===== src/rtl/decode_sched.sv =====
// Job-level sequencer for the LZS decoder: clear, enable, count bytes, report one status per job.
// Optional abort input is enabled by defining DECODE_SCHED_ABORT_EN.
module decode_sched #(
  parameter int          LEN_W     = 16,
  parameter int          ID_W      = 4,
  parameter int          TO_W      = 16,
  parameter int unsigned TIMEOUT   = 16'hFFFF,
  parameter int unsigned DRAIN_CYC = 2
) (
  input  logic             clk,
  input  logic             rst,
  input  logic             job_valid,
  output logic             job_ready,
  input  logic [ID_W-1:0]  job_id,
  input  logic [LEN_W-1:0] job_len,
  output logic             dec_srst,
  output logic             dec_ce,
  input  logic             dec_out_valid,
  input  logic             dec_out_done,
`ifdef DECODE_SCHED_ABORT_EN
  input  logic             abort,
`endif
  output logic             sts_valid,
  input  logic             sts_ready,
  output logic [ID_W-1:0]  sts_id,
  output logic [LEN_W-1:0] sts_count,
  output logic [2:0]       sts_code,
  output logic             busy
);

  localparam int DR_W = (DRAIN_CYC < 2) ? 1 : $clog2(DRAIN_CYC + 1);
  // Idle count that, once reached with no byte this cycle, completes TIMEOUT silent cycles
  localparam logic [TO_W-1:0] TO_LIM = TO_W'(TIMEOUT - 1);

  localparam logic [2:0] CODE_OK    = 3'd0;
  localparam logic [2:0] CODE_SHORT = 3'd1;
  localparam logic [2:0] CODE_LONG  = 3'd2;
  localparam logic [2:0] CODE_TOUT  = 3'd3;
  localparam logic [2:0] CODE_ABORT = 3'd4;

  typedef enum logic [2:0] {
    S_IDLE,
    S_CLR,
    S_RUN,
    S_DRAIN,
    S_ABRT,
    S_REPORT
  } state_t;

  state_t           state;
  logic [LEN_W-1:0] count;
  logic [LEN_W-1:0] cnt_nxt;
  logic [LEN_W-1:0] len_q;
  logic [ID_W-1:0]  id_q;
  logic [TO_W-1:0]  idle_cnt;
  logic [DR_W-1:0]  drain_cnt;
  logic [2:0]       code_q;
  logic             abort_i;

`ifdef DECODE_SCHED_ABORT_EN
  assign abort_i = abort;
`else
  assign abort_i = 1'b0;
`endif

  always_comb begin
    cnt_nxt = count;
    if (dec_out_valid && (count != '1))
      cnt_nxt = count + LEN_W'(1);
  end

  function automatic logic [2:0] len_code(input logic [LEN_W-1:0] c, input logic [LEN_W-1:0] l);
    if (c == l)     return CODE_OK;
    else if (c < l) return CODE_SHORT;
    else            return CODE_LONG;
  endfunction

  always_ff @(posedge clk or posedge rst) begin
    if (rst) begin
      state     <= S_IDLE;
      count     <= '0;
      len_q     <= '0;
      id_q      <= '0;
      idle_cnt  <= '0;
      drain_cnt <= '0;
      code_q    <= '0;
    end else begin
      case (state)
        S_IDLE: begin
          if (job_valid) begin
            id_q  <= job_id;
            len_q <= job_len;
            count <= '0;
            state <= S_CLR;
          end
        end
        S_CLR: begin
          idle_cnt <= '0;
          if (abort_i) begin
            code_q <= CODE_ABORT;
            state  <= S_ABRT;
          end else begin
            state  <= S_RUN;
          end
        end
        S_RUN: begin
          if (abort_i) begin
            code_q <= CODE_ABORT;
            state  <= S_ABRT;
          end else begin
            count <= cnt_nxt;
            if (dec_out_valid)
              idle_cnt <= '0;
            else if (idle_cnt != '1)
              idle_cnt <= idle_cnt + TO_W'(1);
            // End-of-stream takes priority over a coincident timeout
            if (dec_out_done) begin
              if (DRAIN_CYC == 0) begin
                code_q <= len_code(cnt_nxt, len_q);
                state  <= S_REPORT;
              end else begin
                drain_cnt <= DR_W'(DRAIN_CYC);
                state     <= S_DRAIN;
              end
            end else if (!dec_out_valid && (idle_cnt == TO_LIM)) begin
              code_q <= CODE_TOUT;
              state  <= S_REPORT;
            end
          end
        end
        S_DRAIN: begin
          if (abort_i) begin
            code_q <= CODE_ABORT;
            state  <= S_ABRT;
          end else begin
            count <= cnt_nxt;
            if (drain_cnt <= DR_W'(1)) begin
              code_q <= len_code(cnt_nxt, len_q);
              state  <= S_REPORT;
            end else begin
              drain_cnt <= drain_cnt - DR_W'(1);
            end
          end
        end
        S_ABRT: begin
          state <= S_REPORT;
        end
        S_REPORT: begin
          if (sts_ready)
            state <= S_IDLE;
        end
        default: state <= S_IDLE;
      endcase
    end
  end

  // All outputs come straight from registers; no input reaches them combinationally
  assign job_ready = (state == S_IDLE);
  assign busy      = (state != S_IDLE);
  assign dec_srst  = (state == S_CLR) || (state == S_ABRT);
  assign dec_ce    = (state == S_RUN) || (state == S_DRAIN);
  assign sts_valid = (state == S_REPORT);
  assign sts_id    = id_q;
  assign sts_count = count;
  assign sts_code  = code_q;

endmodule


===== config.mk =====
export PLATFORM = sky130hd
export DESIGN_NAME = decode_sched
export DESIGN_NICKNAME = d
export VERILOG_FILES = /design/src/rtl/decode_sched.sv
export SDC_FILE = /design/constraint.sdc
export NUM_CORES = 1
export LEC_CHECK = 0
export CAP_MARGIN = 5
export CORE_ASPECT_RATIO = 1.4
export CORE_UTILIZATION = 43
export DETAILED_ROUTE_END_ITERATION = 8
export PLACE_DENSITY = 0.66
export REMOVE_ABC_BUFFERS = 1
export SETUP_SLACK_MARGIN = 0.05
export SYNTH_ARGS = -nofsm -noshare
export SYNTH_HDL_FRONTEND = slang
export SYNTH_SLANG_ARGS = --single-unit

===== constraint.sdc =====
create_clock -name clk -period 3.7 [get_ports clk]
set_clock_uncertainty 0.2 [all_clocks]
set_input_delay 0.74 -clock clk [delete_from_list [all_inputs] [get_ports clk]]
set_output_delay 0.74 -clock clk [all_outputs]
set_load 0.01 [all_outputs]

# After elaboration in Yosys (flattened, before gate mapping)
# Index checks and enable logic that the tools add are counted.
# Widths: inputs -> output; s select.
totals:
  regBits: 60
  mem_bits_rw: 0
  elab_cells: 68
  rom_bits: 0
  n_memories: 0
  latchBits: 0
op_classes:
  div: 0
  eq_ne: 18
  shifts: 0
  multipliers: 0
  reduce_logical: 17
  magnitude_cmp: 2
  muxes: 21
  addsub: 3
  bitwise_logic: 0
op_table:
  columns: ["cell", "n"]
  rows:
  - ["$mux 16", 4]
  - ["$pmux 16 s2", 2]
  - ["$add 16x1->16 const B", 2]
  - ["$ne 16x16->1 const B", 2]
  - ["$mux 3", 8]
  - ["$pmux 3 s6", 1]
  - ["$eq 16x16->1", 1]
  - ["$eq 16x16->1 const B", 1]
  - ["$lt 16x16->1", 1]
  - ["$ne 2x2->1 const B", 6]
  - ["$mux 2", 4]
  - ["$reduce_and 4->1", 2]
  - ["$eq 3x2->1 const B", 2]
  - ["$eq 3x3->1 const B", 2]
  - ["$ne 3x3->1 const B", 2]
  - ["$pmux 3 s2", 1]
  - ["$reduce_and 2->1", 3]
  - ["$reduce_bool 2->1", 3]
  - ["$pmux 2 s2", 1]
  - ["$eq 3x1->1 const B", 1]
  - ["$logic_not 3->1", 1]
  - ["$reduce_and 3->1", 1]
  - ["$reduce_bool 3->1", 1]
  - ["$le 2x1->1 const B", 1]
  - ["6 further kinds", 8]

# Logic depth before layout (Yosys ltp)
depth:
  depth_word: 8
  mapped_depth: 13

# Least setup slack after synthesis
# OpenSTA, ideal clock, no wires.
synth_timing:
  path_type: "input port to flip-flop"
  from: "input port dec_out_valid"
  to: "register code_q[0] (netlist: sts_code[0])"
  cell_stages: 12
  setup_slack_ps: 386
  t_required_ps: 3374
  arrival_time_ps: 2988
  path_cell_list: "nand4_1 > or3_1 > or2_1 > buf_2 > nor2_1 > xor2_1 > ha_1 > nand4_1 > nor4_1 > o21ai_0 > a31o_2 > o311a_1"
synth_via:
  elab_chain_len: 7
  elab_cells_between_ends: 12
  cone_classes: "1 x order compare; 2 x eq/ne; 5 x mux; 4 x reduce/logical"
synth_lines:
  columns: ["item", "line", "source"]
  rows:
  - ["from (decl)", "18", "input logic dec_out_valid,"]
  - ["$logic_and 1x1->1", "68", "if (dec_out_valid && (count != '1))"]
  - ["$mux 16", "68", null]
  - ["$lt 16x16->1", "74", "else if (c < l) return CODE_SHORT;"]
  - ["$mux 2", "74", null]
  - ["$mux 2", "73", "if (c == l) return CODE_OK;"]
  - ["$mux 3", "137", "if (drain_cnt <= DR_W'(1)) begin"]
  - ["$pmux 3 s2", "88", "case (state)"]
  - ["to (signal assigned)", "119", "code_q <= len_code(cnt_nxt, len_q);"]
  - ["to (signal assigned)", "138", "code_q <= len_code(cnt_nxt, len_q);"]
  - ["to (decl)", "57", "logic [2:0] code_q;"]
# Parallel ways exist; a longest one is shown, timed or not. The select of a mux whose other input is x is not followed.
# A chain may end at the register's enable or synchronous reset.

# Worst setup path after layout
# Ends and elaborated chain as after synthesis.

==> impl_metrics.toml <==
[place]
port_buffers = 52
place_hpwl_um = 6634
place_area_um2 = 4333
place.gp.congestion = 0.8533

[sta]
tightest_slew_ps = 759.8
period_share_pct = 93.85
grt_setup_unrepaired = "false"
hold_viol_final = 0
min_period_ps = 3472
max_freq_mhz = 288.0
hold_ws_ps = 269.6
drv_slew = 0
relSlewSlack_pct = 49.34
setup_tns_ps = 0
final-setup-viol-count = 0

[final_layout]
synthToLayoutAreaGrowth_pct = 26.61
stdcell_area_um2 = 4656
nets = 521
fillers = 756
drive_above_1_share_pct = 11.04
diodes = 0

[synth]
ys_seq_elements = 59
synth-edff-count = 0
yosys_warnings = 0
synthArstFlopShare_pct = 100.0
syn_area_per_cell_um2 = 8.818
yosysTopAreaCellShare_pct = 40.15
postSynthCellCount = 417
ys_types = 61
synth_seq_area_share_pct = 40.15
syn-cell-area_um2 = 3677
yosys-top-cells-area = "dfrtp_1 (40%), ha_1 (6.8%), nand2_1 (6.5%), o21ai_0 (3.1%), inv_1 (2.9%)"
synth_ff_type = "dfrtp_1"
yosys.area.top_type = "dfrtp_1"

[global_route]
antenna_found_initial = 0
grt_usage_pct = 22.59
grt_pass1_wl_um = 15440
grt_pass1_vias = 3167
grt_overflow = 0
grt_max_degree = 60

[critical_path]
cp_max_fo = 5
cp-startpoint = "dec_out_valid"
critical_path.max_stage_delay_ps = 510
r2r_end = "sts_code[0]"
critPathRequiredTime_ps = 3720
arrival_ps = 3490
crit_chain = "clkdlybuf4s50_1 > nand4_1 > or3_4 > or2_4 > nor2_2 > xnor2_1 > ha_1 > nand4_1 > nor4_4 > o21ai_1 > a31o_2 > o311a_1"
cp_slowest_cell = "clkdlybuf4s50_1"
startpoint_type = "primary input"
end_kind = "register"
r2r_slack_ps = 410
worst_path_most_repeated_cell = "nand4_1"
critical_path_class = "in2reg"
r2r_cells = 12
reg2reg_from = "sts_count[0]"

[clocking]
cts_tree = "built"
cts_root_buffer = "clkbuf_16"
cts_num_sinks = 59
cts_buffers = 9
htree_levels = 3
cts.path.max_buffers = 2
clkSlewWorstSetupHoldPaths_ps = 50
clk-insertion-delay-late_ps = 330

[pwr]
seqPwrFrac_pct = 32.5
p_clk_share_pct = 27.4
power.density_nw_per_um2 = 650.1
leakagePower_nw = 2.062
p_sw_mw = 1.156
vdd.ir_drop.worst_uv = 358.9
p_int_mw = 1.871
power_mw = 3.027
p_comb_share_pct = 40.1
switching_share_pct = 38.19

[floorplanning]
core_area_um2 = 8247
num_rows = 39
dieWidth_um = 80.16
io_pins = 54
die_y_um = 111.4
die-area_um2 = 8931
floorplan.initialDensity_pct = 44.59

[drt]
wl_um = 9187
first_pass_iters = 4
viasPerCell = 5.545
drc = 0
antenna_left = 0
routedWlPerCell_um = 15.79
vias = 3227
drt_iter0_drc = 136

[min_path]
min_path_type = "reg2reg"
whs_path_depth = 2
min_from = "sts_id[1]"
whs_endpoint = "sts_id[1]"

[run]
drv_cap = 0

[outcome]
status = "finished, final reports clean"
routing by layer:
layer | wire, um | GRT usage [%] | share of wire [%]
met5 | 0 | 0 | 0
met4 | 260 | 10.36 | 2.8
met3 | 287 | 2.951 | 3.1
met2 | 4712 | 38.92 | 51
met1 | 3927 | 27.51 | 43
what timing repair did:
action                                  CTS  global route
endpoints found under the setup margin    0             2
hold buffers                              0             0
buffers inserted                          0             0
resized for setup                         0             6
hold endpoints to repair                  0             0
power groups by stage:
stage	clock network, mW	registers (mW)	logic [mW]
detailed placement	0	0.994	1.20
floorplan	0	0.981	0.697
global route	0.877	1.01	1.36
CTS	0.842	0.984	1.20
global placement	0	0.992	1.17
finish	0.829	0.983	1.21
cell families (layout without fill, tap and decap cells):
kind of cell | Yosys count | in the layout | synth area share, %
AND/OR/NAND/NOR | 164 | 164 | 22.56
AO/OA/AOI/OAI | 102 | 102 | 19.12
flip-flops | 59 | 59 | 40.15
buffers and inverters | 49 | 112 | 5.920
adder cells (fa/ha/maj) | 20 | 20 | 6.805
XOR/XNOR | 20 | 20 | 4.764
multiplexers | 2 | 2 | 0.5784
other | 1 | 1 | 0.1020
worst max-delay path by stage:
stage | to | slack [ps] | depth (start not counted)
after floorplan | sts_code[0] | 420 | 11
after global placement | sts_code[0] | -140 | 12
after detailed placement | sts_code[0] | -270 | 12
after CTS | sts_code[0] | 70 | 12
after global routing | sts_code[0] | 80 | 12
final | sts_code[0] | 230 | 12
layout by cell type, fill, tap and decap left out, drive strengths merged, types with 3 or more instances in the layout:
master	count
nand2	64
dfrtp	59
clkdlybuf4s50	52
o21ai	32
inv	28
nor2	28
ha	20
a21oi	17
buf	16
a31oi	13
nand3	12
xor2	11
clkbuf	10
nor3	10
xnor2	9
nand2b	9
nand4	8
and3	7
or3	7
o31ai	5
a21o	5
clkinv	5
and4	4
and2	4
o22a	3
or4	3
o211ai	3
sequential cells by signal, indices dropped and copies added, names as in the netlist:
signal / count
idle_cnt: 16
drain_cnt: 2
len_q: 16
state: 3
sts_code: 2
sts_id: 4
sts_count: 16
worst max-delay path, delay by kind of cell:
family / cells / cell delay, ps
simple gates: 6 / 1400
compound gates: 3 / 470
buf+inv: 1 / 510
fa+ha+maj: 1 / 290
xor+xnor: 1 / 80
through the flow:
stage / util (%) / instances / worst slack (ps)
finish: 56.46 / 582 / 227.5
detailed placement: 52.54 / 566 / -273.8
floorplan: - / 396 / 419.2
global route: 56.46 / 582 / 79.47
global placement: 52.54 / 566 / -142.6
CTS: 56.11 / 582 / 67.68
final cells by class:
class / instances / area (um^2) / share of cell area (%)
inverters: 28 / 105.1 / 2.257
clock buffers: 10 / 239.0 / 5.133
repair buffers: 68 / 640.6 / 13.76
well taps: 102 / 127.6 / 2.741
flip-flops and latches: 59 / 1476 / 31.71
multi-input cells: 309 / 2012 / 43.21
clock inverters: 6 / 55.05 / 1.182
Yosys cell counts, drive strengths merged (3+ instances only):
master  instances
nand2          64
nor2           28
o211ai          3
nor3           10
clkbuf         10
nand2b          9
xor2           11
o22a            3
xnor2           9
o31ai           5
a31oi          13
and3            7
ha             20
buf            11
a21o            5
or4             3
a21oi          17
and4            4
o21ai          32
or3             7
inv            28
nand3          12
and2            4
nand4           8
dfrtp          59
No activity file was read; power rests on OpenSTA's default activity.
